--- src/rtl/led_display_pkg.sv ---
// led_display_pkg: shared display-mode and controller-state types.
package led_display_pkg;
  typedef enum logic [1:0] {
    MODE_BIN   = 2'b00,
    MODE_GRAY  = 2'b01,
    MODE_BLINK = 2'b10,
    MODE_BLANK = 2'b11
  } mode_e;
  typedef enum logic {SHOW, LAMP_TEST} state_e;
endpackage

--- src/rtl/led_bin_display_ctrl_if.sv ---
// led_bin_display_ctrl_if: value/mode/test requests in, LED drive and busy out.
interface led_bin_display_ctrl_if #(parameter int WIDTH = 4);
  logic [WIDTH-1:0] bin_i;
  logic             load_i;
  logic [1:0]       mode_i;
  logic             test_i;
  logic [WIDTH-1:0] led_o;
  logic             busy_o;
  modport master (output bin_i, load_i, mode_i, test_i, input led_o, busy_o);
  modport slave (input bin_i, load_i, mode_i, test_i, output led_o, busy_o);
endinterface

--- src/rtl/gray_to_bin.sv ---
// gray_to_bin: combinational Gray-code to binary decode.
module gray_to_bin #(parameter int WIDTH = 4) (
  input  logic [WIDTH-1:0] gray,
  output logic [WIDTH-1:0] bin
);
  // Each binary bit is the parity of the Gray bits at and above it.
  for (genvar g = 0; g < WIDTH; g++) begin : g_bit
    assign bin[g] = ^gray[WIDTH-1:g];
  end
endmodule

--- src/rtl/led_bin_display_ctrl.sv ---
// led_bin_display_ctrl: registered LED display of a held value with
// binary/Gray/blink/blank modes and a one-hot walking lamp test.
module led_bin_display_ctrl
  import led_display_pkg::*;
#(
  parameter int WIDTH    = 4,
  parameter int TICK_DIV = 25_000_000
) (
  input logic clk,
  input logic rst,
  led_bin_display_ctrl_if.slave bus
);
  localparam int CW = $clog2(TICK_DIV);
  localparam int WW = $clog2(WIDTH);
  localparam logic [CW-1:0] CNT_MAX = CW'(TICK_DIV - 1);
  localparam logic [WW-1:0] WALK_MAX = WW'(WIDTH - 1);
  state_e state_q, state_d;
  mode_e mode;
  logic [WIDTH-1:0] hold_q, gray_bin, map_d, led_d;
  logic [CW-1:0] cnt_q, cnt_d;
  logic [WW-1:0] walk_q, walk_d;
  logic phase_q, tick;
  assign mode = mode_e'(bus.mode_i);
  gray_to_bin #(.WIDTH(WIDTH)) u_gray (.gray(hold_q), .bin(gray_bin));
  always_comb begin
    tick = cnt_q == CNT_MAX;
    state_d = state_q;
    walk_d = walk_q;
    cnt_d = tick ? '0 : cnt_q + 1'b1;
    if (state_q == SHOW && bus.test_i) begin
      state_d = LAMP_TEST;
      cnt_d = '0;
      walk_d = '0;
    end else if (state_q == LAMP_TEST && tick) begin
      state_d = walk_q == WALK_MAX ? SHOW : LAMP_TEST;
      walk_d = walk_q + 1'b1;
    end
    map_d = mode == MODE_BIN ? hold_q :
            mode == MODE_GRAY ? gray_bin :
            (mode == MODE_BLINK && !phase_q) ? hold_q : '0;
    // Output follows the next state so each walk step and busy span whole ticks.
    led_d = state_d == LAMP_TEST ? WIDTH'(1) << walk_d : map_d;
  end
  always_ff @(posedge clk) begin
    if (rst) begin
      state_q <= SHOW;
      hold_q <= '0;
      cnt_q <= '0;
      walk_q <= '0;
      phase_q <= 1'b0;
      bus.led_o <= '0;
      bus.busy_o <= 1'b0;
    end else begin
      state_q <= state_d;
      hold_q <= bus.load_i ? bus.bin_i : hold_q;
      cnt_q <= cnt_d;
      walk_q <= walk_d;
      phase_q <= phase_q ^ tick;
      bus.led_o <= led_d;
      bus.busy_o <= state_d == LAMP_TEST;
    end
  end
endmodule

--- src/flat_wrapper.sv ---
// flat-port wrapper written by rule: the top's interface ports become plain ports
module led_bin_display_ctrl_flat import led_display_pkg::*;
#(
  parameter int WIDTH    = 4,
  parameter int TICK_DIV = 25_000_000
)
  (clk, rst, bus_bin_i, bus_load_i, bus_mode_i, bus_test_i, bus_led_o, bus_busy_o);
  led_bin_display_ctrl_if #(.WIDTH(WIDTH)) bus_i ();
  input logic clk;
  input logic rst;
  input wire logic [$bits(bus_i.bin_i)-1:0] bus_bin_i;
  input wire logic [$bits(bus_i.load_i)-1:0] bus_load_i;
  input wire logic [$bits(bus_i.mode_i)-1:0] bus_mode_i;
  input wire logic [$bits(bus_i.test_i)-1:0] bus_test_i;
  output wire logic [$bits(bus_i.led_o)-1:0] bus_led_o;
  output wire logic [$bits(bus_i.busy_o)-1:0] bus_busy_o;
  assign bus_i.bin_i = bus_bin_i;
  assign bus_i.load_i = bus_load_i;
  assign bus_i.mode_i = bus_mode_i;
  assign bus_i.test_i = bus_test_i;
  assign bus_led_o = bus_i.led_o;
  assign bus_busy_o = bus_i.busy_o;
  led_bin_display_ctrl #(.WIDTH(WIDTH), .TICK_DIV(TICK_DIV)) u_core (.clk(clk), .rst(rst), .bus(bus_i));
endmodule
--- config.mk ---
export PLATFORM = sky130hd
export DESIGN_NAME = led_bin_display_ctrl_flat
export DESIGN_NICKNAME = d
export VERILOG_FILES = /design/src/rtl/led_display_pkg.sv /design/src/rtl/led_bin_display_ctrl_if.sv /design/src/rtl/gray_to_bin.sv /design/src/rtl/led_bin_display_ctrl.sv /design/src/flat_wrapper.sv
export SDC_FILE = /design/constraint.sdc
export NUM_CORES = 1
export LEC_CHECK = 0
export ABC_AREA = 1
export CAP_MARGIN = 30
export CORE_MARGIN = 2
export CORE_UTILIZATION = 46
export DETAILED_ROUTE_END_ITERATION = 8
export DONT_BUFFER_PORTS = 1
export SLEW_MARGIN = 20
export SYNTH_ARGS = -nofsm -noshare
export SYNTH_HDL_FRONTEND = slang
export SYNTH_SLANG_ARGS = --single-unit
--- constraint.sdc ---
create_clock -name clk -period 3.3 [get_ports clk]
set_input_delay 0.33 -clock clk [delete_from_list [all_inputs] [get_ports clk]]
set_output_delay 0.33 -clock clk [all_outputs]
set_load 0.1 [all_outputs]
[Yosys cells after proc, flatten, opt, wreduce, memory -nomap -nowiden]
Cells that the tools add are included.
Operators by class
  add/sub/neg operators: 2
  reduce and logical (&&, ||, !) cells: 9
  equality and inequality tests: 4
  shifts and indexed selects: 1
  bitwise gates (word level): 2
  multiplexer cells: 9
Operators with widths (number)
  adder 25 x 1 -> 25 bit, second input constant: 1
  == test 25 bit, second input constant: 1
  two-way mux 4 bit: 4
  == test 2 bit, second input constant: 2
  two-way mux 2 bit: 2
  XOR reduction 4 bit: 1
  left shift 1 x 2 -> 4 bit, first input constant: 1
  logical AND 1 bit: 3
  two-way mux 1 bit: 3
  OR reduction 3 bit: 1
  XOR reduction 3 bit: 1
  adder 2 x 1 -> 2 bit, second input constant: 1
  == test 2 x 1 -> 1 bit, second input constant: 1
  logical NOT 2 bit: 1
  XOR reduction 2 bit: 1
  logical NOT 1 bit: 1
  NOT 1 bit: 1
  bitwise XOR 1 bit: 1
Word-level totals
  register bits: 37
  word-level logic and storage cells: 33
  output and inout bits: 5
  input bits: 10

[Longest topological paths before layout]
  word-level depth: 6
  depth in mapped cells: 13

[Cells and area by module]
Synthesis repeated with hierarchy kept, for this count alone.
Second synthesis, totals
  cells, all modules: 299
  area, all modules: 2083.2 um^2
By module, submodules not included
  led_bin_display_ctrl: area an instance 1993.2 um^2, cells an instance 278, seq. area each 740.7 um^2, instances 1
  gray_to_bin: area an instance 90.1 um^2, cells an instance 21, seq. area each 0.0 um^2, instances 1

[Worst setup path after synthesis]
OpenSTA, ideal clock, no wires.
  kind: reg2reg
  from: reg u_core.bus.busy_o (netlist name)
  to: reg u_core.cnt_q[10]
  arrival: 1.763 ns
  setup slack: 1.467 ns
  cell stages (with the launch flop): 7
  cell sequence: dfxtp_1 nor2_1 nor2_1 nand2_1 buf_4 buf_6 a21oi_1
RTL lines
  end signal: assignment: RTL line led_bin_display_ctrl.sv:56  | cnt_q <= cnt_d;
  end: declaration: RTL line led_bin_display_ctrl.sv:20  | logic [CW-1:0] cnt_q, cnt_d;

[Final worst setup path]
  from: reg u_core.cnt_q[0]
  to: reg u_core.cnt_q[6]
Between the ends
  cells in the longest elaborated chain, start to end: 2
  elaborated cells between the ends (all ways): 3
  classes of those cells: 1 x add/sub; 1 x eq/ne; 1 x reduce/logical
RTL lines
  parallel branches: the longest is 2 deep, another holds adder 25 x 1 -> 25 bit
Parallel ways; which one is timed is not known.
A chain may end at the register's enable or synchronous reset.

==> flow_summary.ini <==
[drt]
drc = 0
wl_per_cell_microns = 11.5
drtIter0Drc = 51
wl_met2_microns = 1620
top_layer_used = met4
drt-met1-wl_microns = 2010
route.met3.wl_microns = 95
firstDrtPassIters = 4
postRouteWirelength_microns = 3790
viasPerCell = 4.96
drtAntennaViolNets = 0
vias = 1637

[sta]
fmax_ghz = 0.473
period_share = 0.640
slew_headroom = 0.377
rsz0062_at_grt = no
worst_slack_ns = 1.19
maxSlewViolCount = 0
fin_tns_setup_ns = 0
report.final.setup_viol = 0
fin_worst_skew_ns = 0.00654
layout_min_cycle_time_ns = 2.11
tightest_slew_ns = 0.933
hold_violations = 0
whs_ns = 0.0893

[setup_path]
critPathMostFrequentCell = nand2_1
r2r_start = u_core.cnt_q[0]
max_stage_delay_ns = 0.35
critPathTopFamily = simple AND/OR/NAND/NOR gates
critPathArrivalTime_ns = 2.29
cpMaxStageDelayCell = dfxtp_1
reg2reg_depth = 11
worst-path-max-fanout = 14
worstPathRequired_ns = 3.48
critical_path_buf_inv_count = 3
cp-end-kind = flip-flop
crit_start = u_core.cnt_q[0]
worst-setup-path-type = reg2reg
r2r_end = u_core.cnt_q[6]
r2r_slack_ns = 1.19
path_cells = ha_1 > nand2_1 > nor2_4 > inv_2 > nor2_2 > nand2_1 > nand2_1 > buf_4 > inv_1 > o21ai_0 > a21oi_1
startpoint_type = flip-flop

[run]
maxCapViolations = 0

[layout]
multi_input_area_sq_um = 1010
syn2layout_area_growth_pct = 9.53
final_cell_mix = 50 x nand2_1, 37 x nor2_1, 37 x dfxtp_1
drive_gt1_frac = 0.157
seqCellArea_sq_um = 741
fillers = 405
final_nets = 291
final_common_cell = nand2_1
n_antenna_cell = 0
utilization = 0.525

[yosys]
syn_area_sq_um = 1930
ys_ff_latch = 37
seq_area_frac_synth = 0.384
ys_warn_count = 0
synthCells = 274
syn_nets = 286
synthDistinctLibCells = 33
syn_avg_cell_area_sq_um = 7.04

[floorplanning]
initial_utilization = 0.479
fp.dieH_microns = 68.8
die_area_sq_um = 4730
die_w_microns = 68.8
ios = 15
rows = 23
core-area_sq_um = 4030

[pwr]
p_per_area_nw_per_um2 = 467
p_sw_uw = 218
seqPwrFrac = 0.478
netSwitchingFraction = 0.221
peakVddDrop_uv = 256
intPower_uw = 769
clockPowerShare = 0.473
p_total_uw = 987
power.leakage_nw = 0.807
p_comb_frac = 0.048

[cts]
root_buffer = clkbuf_8
cts_resized = 0
cts.sinks = 37
cts_setup_buffers = 0
ctsHoldBuffers = 0
clk_latency_ns = 0.30
clk_pin_slew_ns = 0.08
cts_tree = done
clk_path_buf_depth = 2
htreeDepth = 2
cts_buffers = 5

[grt]
grt_pass1_wl_microns = 6480
grt_pass1_vias = 1443
grt_overflow_total = 0
grt_max_degree = 15
grt_usage = 0.188
antenna_found_initial = 0

[hold_path]
min_path_cells = 1
whs_endpoint = u_core.bus.led_o[0]
hold_path.startpoint = rst
holdCritPathClass = in2reg

[place]
gp_congestion = 0.789
dp_hpwl_microns = 2850
portBuffers = 0
pre_cts_ws_ns = 1.20

[run_status]
outcome = finished, final reports clean
==> flip-flops by register name, summed over array words and instances (netlist names) <==
signal and flops:
u_core.phase_q 1, u_core.cnt_q 25, u_core.walk_q 2, u_core.bus.led_o 4
u_core.hold_q 4, u_core.bus.busy_o 1
==> Yosys cell counts <==
cell / count / share of area
or2_2: 2 / 0.0065
o32ai_1: 1 / 0.0045
nand3_1: 16 / 0.042
nand2_1: 50 / 0.097
o21a_1: 1 / 0.0039
nor2_4: 5 / 0.029
nand4_1: 4 / 0.013
a211oi_1: 1 / 0.0039
inv_1: 32 / 0.062
nor2_8: 1 / 0.010
nand2_4: 2 / 0.012
clkinv_1: 2 / 0.0039
nor3_2: 3 / 0.016
nor2_2: 6 / 0.019
xnor2_1: 2 / 0.0091
o21ai_0: 10 / 0.026
nor2_1: 37 / 0.072
a21oi_1: 24 / 0.062
nor3_1: 11 / 0.029
nand2_2: 4 / 0.013
xor2_1: 2 / 0.0091
ha_1: 2 / 0.013
dfxtp_1: 37 / 0.38
o21ai_2: 1 / 0.0045
nor3b_1: 1 / 0.0039
buf_6: 1 / 0.0058
clkbuf_1: 1 / 0.0019
nand3_2: 3 / 0.016
buf_4: 1 / 0.0039
buf_2: 1 / 0.0026
o21ai_1: 2 / 0.0052
inv_2: 7 / 0.014
a31oi_1: 1 / 0.0032
==> per-stage QoR <==
stage,area [sq um],std cells
3_5_place_dp,1980,322
3_3_place_gp,1980,322
5_1_grt,2110,330
4_1_cts,2110,330
6_report,2110,330
2_1_floorplan,1930,274
==> metal layers <==
metal	vias up	track usage
met1	723	0.254
met4	0	0.0735
met3	6	0.0536
met5	-	0
li1	891	-
met2	17	0.281
==> area by class of cell <==
type,instances,share of cell area
clock buffers,5,0.0326
well taps,50,0.0296
repair buffers,2,0.00710
inverters,41,0.0728
clock inverters,3,0.0308
flip-flops and latches,37,0.351
multi-input cells,192,0.477
==> cell families (layout without fill, tap and decap cells) <==
kind of cell,Yosys count,count (layout),share of synthesized area
AOI/OAI and AO/OA,41,41,0.113
xor gates and xnor gates,4,4,0.0182
adders and majority gates,2,2,0.0130
buffers and inverters,45,51,0.0940
DFF,37,37,0.384
and+or+nand+nor,145,145,0.377
==> worst max-delay path by stage <==
stage	to	slack [ns]	cells past startpoint
after global routing	u_core.cnt_q[6]	0.94	11
final	u_core.cnt_q[6]	1.19	11
after global placement	u_core.cnt_q[6]	1.28	11
after floorplan	u_core.cnt_q[10]	1.47	6
after detailed placement	u_core.cnt_q[6]	1.20	11
after CTS	u_core.cnt_q[6]	1.19	11
==> power by group through the flow <==
stage	Clock (mW)	Sequential [mW]	Combinational, mW
2_1_floorplan	0	0.489	0.0346
6_report	0.467	0.472	0.0476
3_3_place_gp	0	0.483	0.0468
4_1_cts	0.480	0.472	0.0478
3_5_place_dp	0	0.483	0.0477
5_1_grt	0.500	0.474	0.0545
(Power assumes the default switching activity.)
